`src/rtl/serial_add_pkg.sv`:
```
// Shared types and constants for the bit-serial adder sequencer.
// Holds the FSM state encoding, the default operand width and the counter-width helper.
package serial_add_pkg;

   localparam int DEFAULT_WIDTH = 8;

   typedef enum logic [1:0] {
      IDLE  = 2'd0,
      SHIFT = 2'd1,
      DONE  = 2'd2
   } state_e;

   // Bit-counter width: $clog2 of the width, never narrower than one bit.
   function automatic int cnt_width(input int w);
      return (w > 1) ? $clog2(w) : 1;
   endfunction

endpackage

```
`src/rtl/serial_add_ctrl_fa.sv`:
```
// One-bit full-adder cell `fa`, time-shared by serial_add_ctrl across all bit positions.
module fa (
   input  logic a,
   input  logic b,
   input  logic cin,
   output logic sum,
   output logic cout
);

   assign sum  = a ^ b ^ cin;
   assign cout = (a & b) | (cin & (a ^ b));

endmodule

```
`src/rtl/serial_add_ctrl.sv`:
```
// Bit-serial adder sequencer: one fa cell adds WIDTH-bit operands LSB first, one bit per clock.
// Build option SERIAL_ADD_OVF_EN adds the signed-overflow output ovf.
module serial_add_ctrl
   import serial_add_pkg::*;
#(
   parameter int WIDTH = DEFAULT_WIDTH
) (
   input  logic             clk,
   input  logic             rst_n,
   input  logic             start,
   input  logic [WIDTH-1:0] a,
   input  logic [WIDTH-1:0] b,
   input  logic             cin,
   output logic             busy,
   output logic             done,
   output logic [WIDTH-1:0] sum,
   output logic             cout
`ifdef SERIAL_ADD_OVF_EN
   ,
   output logic             ovf
`endif
);

   localparam int               CNT_W = cnt_width(WIDTH);
   localparam logic [CNT_W-1:0] LAST  = CNT_W'(WIDTH - 1);

   state_e           state_q, state_d;
   logic [WIDTH-1:0] a_sh_q, a_sh_d;
   logic [WIDTH-1:0] b_sh_q, b_sh_d;
   logic [WIDTH-1:0] res_sh_q, res_sh_d;
   logic [WIDTH-1:0] sum_q, sum_d;
   logic [WIDTH-1:0] res_shift;
   logic [CNT_W-1:0] cnt_q, cnt_d;
   logic             carry_q, carry_d;
   logic             cout_q, cout_d;
   logic             fa_sum, fa_cout;
   logic             last_bit;

   fa u_fa (
      .a    (a_sh_q[0]),
      .b    (b_sh_q[0]),
      .cin  (carry_q),
      .sum  (fa_sum),
      .cout (fa_cout)
   );

   assign last_bit = (cnt_q == LAST);

   // Result shifter: the new bit enters at the MSB so that after WIDTH bits it lands in place.
   if (WIDTH == 1) begin : g_res_w1
      assign res_shift = fa_sum;
   end else begin : g_res_wn
      assign res_shift = {fa_sum, res_sh_q[WIDTH-1:1]};
   end

   // NOTE: sequential state uses non-blocking (<=) so every register samples pre-edge values.
   always_ff @(posedge clk or negedge rst_n) begin
      if (!rst_n) begin
         state_q <= IDLE;
      end else begin
         state_q <= state_d;
      end
   end

   // NOTE: every always_comb output gets a default first, otherwise a latch is inferred.
   always_comb begin
      state_d = state_q;
      case (state_q)
         IDLE:    if (start) state_d = SHIFT;
         SHIFT:   if (last_bit) state_d = DONE;
         DONE:    state_d = IDLE;
         default: state_d = IDLE;
      endcase
   end

   always_comb begin
      busy = 1'b0;
      done = 1'b0;
      case (state_q)
         SHIFT: busy = 1'b1;
         DONE: begin
            busy = 1'b1;
            done = 1'b1;
         end
         default: ;
      endcase
   end

   always_comb begin
      a_sh_d   = a_sh_q;
      b_sh_d   = b_sh_q;
      res_sh_d = res_sh_q;
      carry_d  = carry_q;
      cnt_d    = cnt_q;
      sum_d    = sum_q;
      cout_d   = cout_q;
      case (state_q)
         IDLE: begin
            if (start) begin
               a_sh_d   = a;
               b_sh_d   = b;
               carry_d  = cin;
               res_sh_d = '0;
               cnt_d    = '0;
            end
         end
         SHIFT: begin
            a_sh_d   = a_sh_q >> 1;
            b_sh_d   = b_sh_q >> 1;
            res_sh_d = res_shift;
            carry_d  = fa_cout;
            cnt_d    = cnt_q + 1'b1;
            if (last_bit) begin
               sum_d  = res_shift;
               cout_d = fa_cout;
            end
         end
         default: ;
      endcase
   end

   // NOTE: the shift registers are plain flops, so they are reset along with everything else.
   always_ff @(posedge clk or negedge rst_n) begin
      if (!rst_n) begin
         a_sh_q   <= '0;
         b_sh_q   <= '0;
         res_sh_q <= '0;
         carry_q  <= 1'b0;
         cnt_q    <= '0;
         sum_q    <= '0;
         cout_q   <= 1'b0;
      end else begin
         a_sh_q   <= a_sh_d;
         b_sh_q   <= b_sh_d;
         res_sh_q <= res_sh_d;
         carry_q  <= carry_d;
         cnt_q    <= cnt_d;
         sum_q    <= sum_d;
         cout_q   <= cout_d;
      end
   end

   assign sum  = sum_q;
   assign cout = cout_q;

`ifdef SERIAL_ADD_OVF_EN
   // On the last bit, carry_q is the carry into the MSB.
   logic ovf_q, ovf_d;

   always_comb begin
      ovf_d = ovf_q;
      if (state_q == SHIFT && last_bit) begin
         ovf_d = carry_q ^ fa_cout;
      end
   end

   always_ff @(posedge clk or negedge rst_n) begin
      if (!rst_n) begin
         ovf_q <= 1'b0;
      end else begin
         ovf_q <= ovf_d;
      end
   end

   assign ovf = ovf_q;
`endif

endmodule
```
`config.mk`:
```
export PLATFORM = sky130hd
export DESIGN_NAME = serial_add_ctrl
export DESIGN_NICKNAME = d
export VERILOG_FILES = /design/src/rtl/serial_add_pkg.sv /design/src/rtl/serial_add_ctrl_fa.sv /design/src/rtl/serial_add_ctrl.sv
export SDC_FILE = /design/constraint.sdc
export NUM_CORES = 1
export LEC_CHECK = 0
export BUFFER_PORTS_ARGS = -buffer_cell sky130_fd_sc_hd__clkbuf_2
export CAP_MARGIN = 0
export CORE_MARGIN = 4
export CORE_UTILIZATION = 45
export CTS_CLUSTER_SIZE = 10
export DETAILED_ROUTE_END_ITERATION = 6
export PLACE_DENSITY = 0.66
export SLEW_MARGIN = 10
export SYNTH_ARGS = -nofsm -noshare
export SYNTH_HDL_FRONTEND = slang
export SYNTH_SLANG_ARGS = --single-unit
export TNS_END_PERCENT = 10
```
`constraint.sdc`:
```
create_clock -name clk -period 2.49 [get_ports clk]
set_input_delay 0.1245 -clock clk [delete_from_list [all_inputs] [get_ports clk]]
set_output_delay 0.1245 -clock clk [all_outputs]
set_load 0.1 [all_outputs]
```
Word level (Yosys, flattened, before mapping) --
Index checks and enable logic that the tools add are counted.
Cells by class: reduce and logical (&&, ||, !) cells 6, add/subtract/negate cells 1, muxes and demuxes 15, equal/unequal tests 5, bitwise gates (word level) 5
Operators with widths (number):
- 8-bit case mux with 2 select lines | 3
- 8-bit 2-to-1 mux | 3
- 3-bit case mux with 2 select lines | 1
- 2-bit AND reduction | 3
- 2-bit 2-to-1 mux | 2
- 2-bit inequality test, second input constant | 2
- 2-bit case mux with 2 select lines | 1
- 3-bit by 1-bit adder with 3-bit output, second input constant | 1
- 3-bit == test, second input constant | 1
- 1-bit 2-to-1 mux | 3
- 3-bit 2-to-1 mux | 1
- 1-bit bitwise AND | 2
- 2-bit by 1-bit == test with 1-bit output, second input constant | 1
- 2-bit == test, second input constant | 1
- 2-bit logical NOT | 1
- 1-bit case mux with 2 select lines | 1
- 2-bit nonzero test | 1
- 2-bit OR reduction | 1
- 1-bit XOR | 2
- 1-bit OR | 1
Word-level totals: register bits 39, output and inout bits 11

Logic depth before layout (Yosys ltp) --
depth in word-level cells 4, mapped depth 7

Cells and area by module --
Synthesis repeated with hierarchy kept, for this count alone.
Second synthesis, totals: cells, all modules 153, area total of the unflattened synthesis 1814.2 um^2
By module, submodules not included:
- serial_add_ctrl | area each 1794.2 um^2, cells each 152, times used 1, sequential area each 950.9 um^2
- fa | area each 20.0 um^2, cells each 1, times used 1, sequential area each 0.0 um^2

Worst setup path after synthesis --
OpenSTA, ideal clock, no wires.
path type flip-flop to flip-flop, start register cnt_q[0], end register cout_q (netlist: cout), path slack 1028 ps, required time 2364 ps, data arrival time 1336 ps, buffers on the path 0, period minus slack after synthesis 1462 ps, stages on the path, launching flop included 5, path through dfrtp_1 ha_1 ha_1 nand2_1 mux2_2
Between the ends: longest elaborated chain between the ends 2
Ends and longest elaborated chain:
- start: declaration | RTL line serial_add_ctrl.sv:33 | logic [CNT_W-1:0] cnt_q, cnt_d;
- start signal: assignment | RTL line serial_add_ctrl.sv:137 | cnt_q <= cnt_d;
- 3-bit == test | RTL line serial_add_ctrl.sv:47 | assign last_bit = (cnt_q == LAST);
- 2-bit AND reduction (no source line)
- end signal: assignment | RTL line serial_add_ctrl.sv:139 | cout_q <= cout_d;
- end: declaration | RTL line serial_add_ctrl.sv:35 | logic cout_q, cout_d;
No other way between the ends. A chain may end at the register's enable or synchronous reset.

Worst setup path after layout --
start register state_q[0], end register b_sh_q[0]
Between the ends: longest elaborated chain between the ends 3, elaborated cells between the ends (all ways) 6
Ends and longest elaborated chain:
- start: declaration | RTL line serial_add_ctrl.sv:27 | state_e state_q, state_d;
- start signal: assignment | RTL line serial_add_ctrl.sv:61 | state_q <= state_d;
- 2-bit by 1-bit == test with 1-bit output or 2-bit logical NOT (tied branches) | RTL line serial_add_ctrl.sv:97 | case (state_q)
- 2-bit nonzero test (no source line) or 2-bit inequality test (tied branches)
- 2-bit AND reduction (no source line)
- end signal: assignment | RTL line serial_add_ctrl.sv:134 | b_sh_q <= b_sh_d;
- end: declaration | RTL line serial_add_ctrl.sv:29 | logic [WIDTH-1:0] b_sh_q, b_sh_d;
Several ways; a longest one is shown, not always the timed one.

==> run_results.csv <==
group,metric,value,unit
clock_network,post_cts_buffers,0,
pwr,peakVddDrop,801.2,uV
cells_and_area,antenna_cells,0,
worst_hold_path,min_path_cells,3,
global_routing,grt_overflow,0,
yosys,synth_top_area_share,53.11,%
clock_network,cts-buffers-inserted,5,
setup_path,path_depth,5,
cells_and_area,finalNonFillerCells,231,
detailed_routing,drtIter0Drc,84,
setup_path,r2r_cells,5,
setup_path,setup.worst_path.start_class,"register",
setup_path,path_buf_inv,1,
sta,setup_ws,495.1,ps
yosys,syn_inst,153,
sta,holdWs,125.8,ps
cells_and_area,n_fill_cell,343,
sta,hold_viol,0,
floorplanning,die_area,5052,um2
yosys,synth_nets,179,
yosys,synth-seq-cells,38,
setup_path,critical_path_required,2670,ps
placed_design,place_hpwl,2446,um
sta,tns,0,ps
placed_design,pre_cts_slack,501.4,ps
global_routing,grt_max_degree,39,
clock_network,cts_hold_buf,1,
floorplanning,die_y,71.08,um
sta,period_needed,1995,ps
global_routing,antenna_found_initial,0,
setup_path,cp_max_fo,15,
floorplanning,io-pin-count,31,
sta,rsz0062_at_grt,"no",
pwr,power_density,1387,nW/um2
detailed_routing,routed_wl,3491,um
setup_path,slowest_delay,430,ps
global_routing,groute.usage.overall,15.64,%
sta,tightest_slew,932.7,ps
yosys,synth_seq_area_share,53.11,%
global_routing,grt_pass1_vias,1295,
cells_and_area,drive_gt1_share,31.15,%
cells_and_area,seq_area,950.9,um2
sta,final-setup-viol-count,0,
cells_and_area,multi_input_area,720.7,um2
sta,timing.fmax,501.3,MHz
detailed_routing,drc_errors,0,
clock_network,cts_resized,0,
clock_network,htree_levels,2,
setup_path,crit_chain,"inv_1 > ha_1 > nand2_1 > o22a_1 > o221a_2",
flow_run,maxCapViolations,0,
clock_network,insertion_delay,280,ps
clock_network,ctsRootBufferMaster,"clkbuf_8",
yosys,synthTopCellsByArea,"dfrtp_1 (53%), mux2_2 (6.3%), a22o_1 (4.9%)",
yosys,syn_avg_cell_area,11.70,um2
clock_network,cts_tree,"yes",
cells_and_area,syn_to_final_growth,15.93,%
detailed_routing,antenna_left,0,
cells_and_area,fin_nets,208,
detailed_routing,viasPerCell,5.645,
clock_network,cts.clk_slew.worst_paths,70,ps
setup_path,ff2ff_setup_slack,500,ps
pwr,p_leak,0.9711,nW
clock_network,clk_path_buf_depth,2,
setup_path,arrival,2170,ps
floorplanning,die_x,71.08,um
floorplanning,start_util,47.83,%
global_routing,grt_pass1_wl,6223,um
placed_design,place_congestion,0.8581,
detailed_routing,vias,1304,
worst_hold_path,min_path_type,"primary input to register",
detailed_routing,dr.pass1.iters,4,
setup_path,crit_slowest_cell,"ha_1",
yosys,synth_cell_type_count,29,
sta,max_slew_margin,37.82,%
yosys,synthesis.area,1790,um2
placed_design,port_buffers,30,
floorplanning,row_count,22,
sta,clock_skew,1.271,ps
setup_path,crit_type,"register to register",
yosys,yosys_warnings,0,
setup_path,cpLargestDelayFamily,"compound AO/OA/AOI/OAI gates",
placed_design,dp_cells,222,
floorplanning,core_area,3744,um2
status,status,"finished, final reports clean",
yosys,synth_top_cell_by_area,"dfrtp_1",
sta,slew_violations,0,
setup_path,crit_path_end_kind,"register",
detailed_routing,routedWlPerCell,15.11,um
clock_network,cts.sinks,38,
sta,fin_crit_sh,80.11,%
-- final timing paths --
check / start / to
worst min-delay path: cin / carry_q
worst min register to register: res_sh_q[1] / res_sh_q[1]
min in group asynchronous: rst_n / cout
worst max-delay path: state_q[0] / b_sh_q[0]
max in group asynchronous: rst_n / cnt_q[1]
worst max register to register: state_q[0] / b_sh_q[0]
-- cell usage after synthesis --
master and count:
a211oi_1 8, a21oi_1 5, a221oi_1 2, a221oi_2 2, a22o_1 10, and2b_4 1, and3_1 1, buf_2 2
buf_4 5, buf_6 4, dfrtp_1 38, fa_1 1, ha_1 5, inv_1 6, inv_2 1, mux2_2 10
nand2_1 3, nand2b_1 2, nand3_1 3, nand4_1 1, nor2_1 11, nor2_4 1, nor3_1 10, o21ai_0 3
o21ai_1 1, o221a_2 2, o22a_1 2, o22ai_1 11, or3_1 2
-- flip-flops by register name (all words and copies together), names as in the netlist --
signal	flops
carry_q	1
state_q	2
b_sh_q	8
cout	1
cnt_q	3
res_sh_q	7
a_sh_q	8
sum	8
-- power breakdown --
| part | leakage (nW) | switching, W | total, W | internal, W |
|---|---|---|---|---|
| logic | 0.427 | 0.000829 | 0.00125 | 0.000417 |
| registers | 0.473 | 0.000154 | 0.00100 | 0.000847 |
| clock network | 0.0714 | 0.000205 | 0.000632 | 0.000427 |
-- metal layers --
| metal | track usage [%] | wire (um) | vias to the layer above |
|---|---|---|---|
| li1 | - | - | 630 |
| met1 | 22.61 | 1657 | 635 |
| met2 | 21.83 | 1564 | 35 |
| met3 | 4.972 | 217 | 4 |
| met4 | 5.846 | 51 | 0 |
| met5 | 0 | 0 | - |
-- worst register-to-register path, stage by stage (launching register included) --
cell	delay [ps]
dfrtp_1	400
inv_1	90
ha_1	430
nand2_1	430
o22a_1	300
o221a_2	240
-- cells in the final DEF (no fill, tap or decap), types with 6 or more instances in the layout --
cell type and count:
nor3_1 10, a211oi_1 8, inv_1 6, mux2_2 10, dfrtp_1 38, clkbuf_8 6, nor2_1 11, a22o_1 10
o22ai_1 11, clkbuf_2 30
-- per-stage QoR --
step	cell area, um2	utilization (%)	total power, W
2_1_floorplan	1790	-	0.002097
3_3_place_gp	1923	51.37	0.002212
3_5_place_dp	1923	51.37	0.002260
4_1_cts	2076	55.45	0.002907
5_1_grt	2076	55.45	0.003096
6_report	2076	55.45	0.002878
-- layout make-up --
cell class	count	share of cell area (%)
inverter	7	1.266
sequential	38	45.81
tap	48	2.893
clock buffer	6	3.978
timing repair buffer	33	8.439
clock inverter	2	2.893
multi-input combinational	97	34.72
-- logic make-up (layout without fill, tap and decap cells) --
group / count (synthesis) / count (layout) / synth area share, %
AO/OA/AOI/OAI: 46 / 46 / 19.50
flip-flops: 38 / 38 / 53.11
AND/OR/NAND/NOR: 35 / 35 / 9.853
buffers and inverters: 18 / 48 / 6.638
multiplexers: 10 / 10 / 6.289
adder cells (fa/ha/maj): 6 / 6 / 4.612
Power figures use the tool's default switching activity.
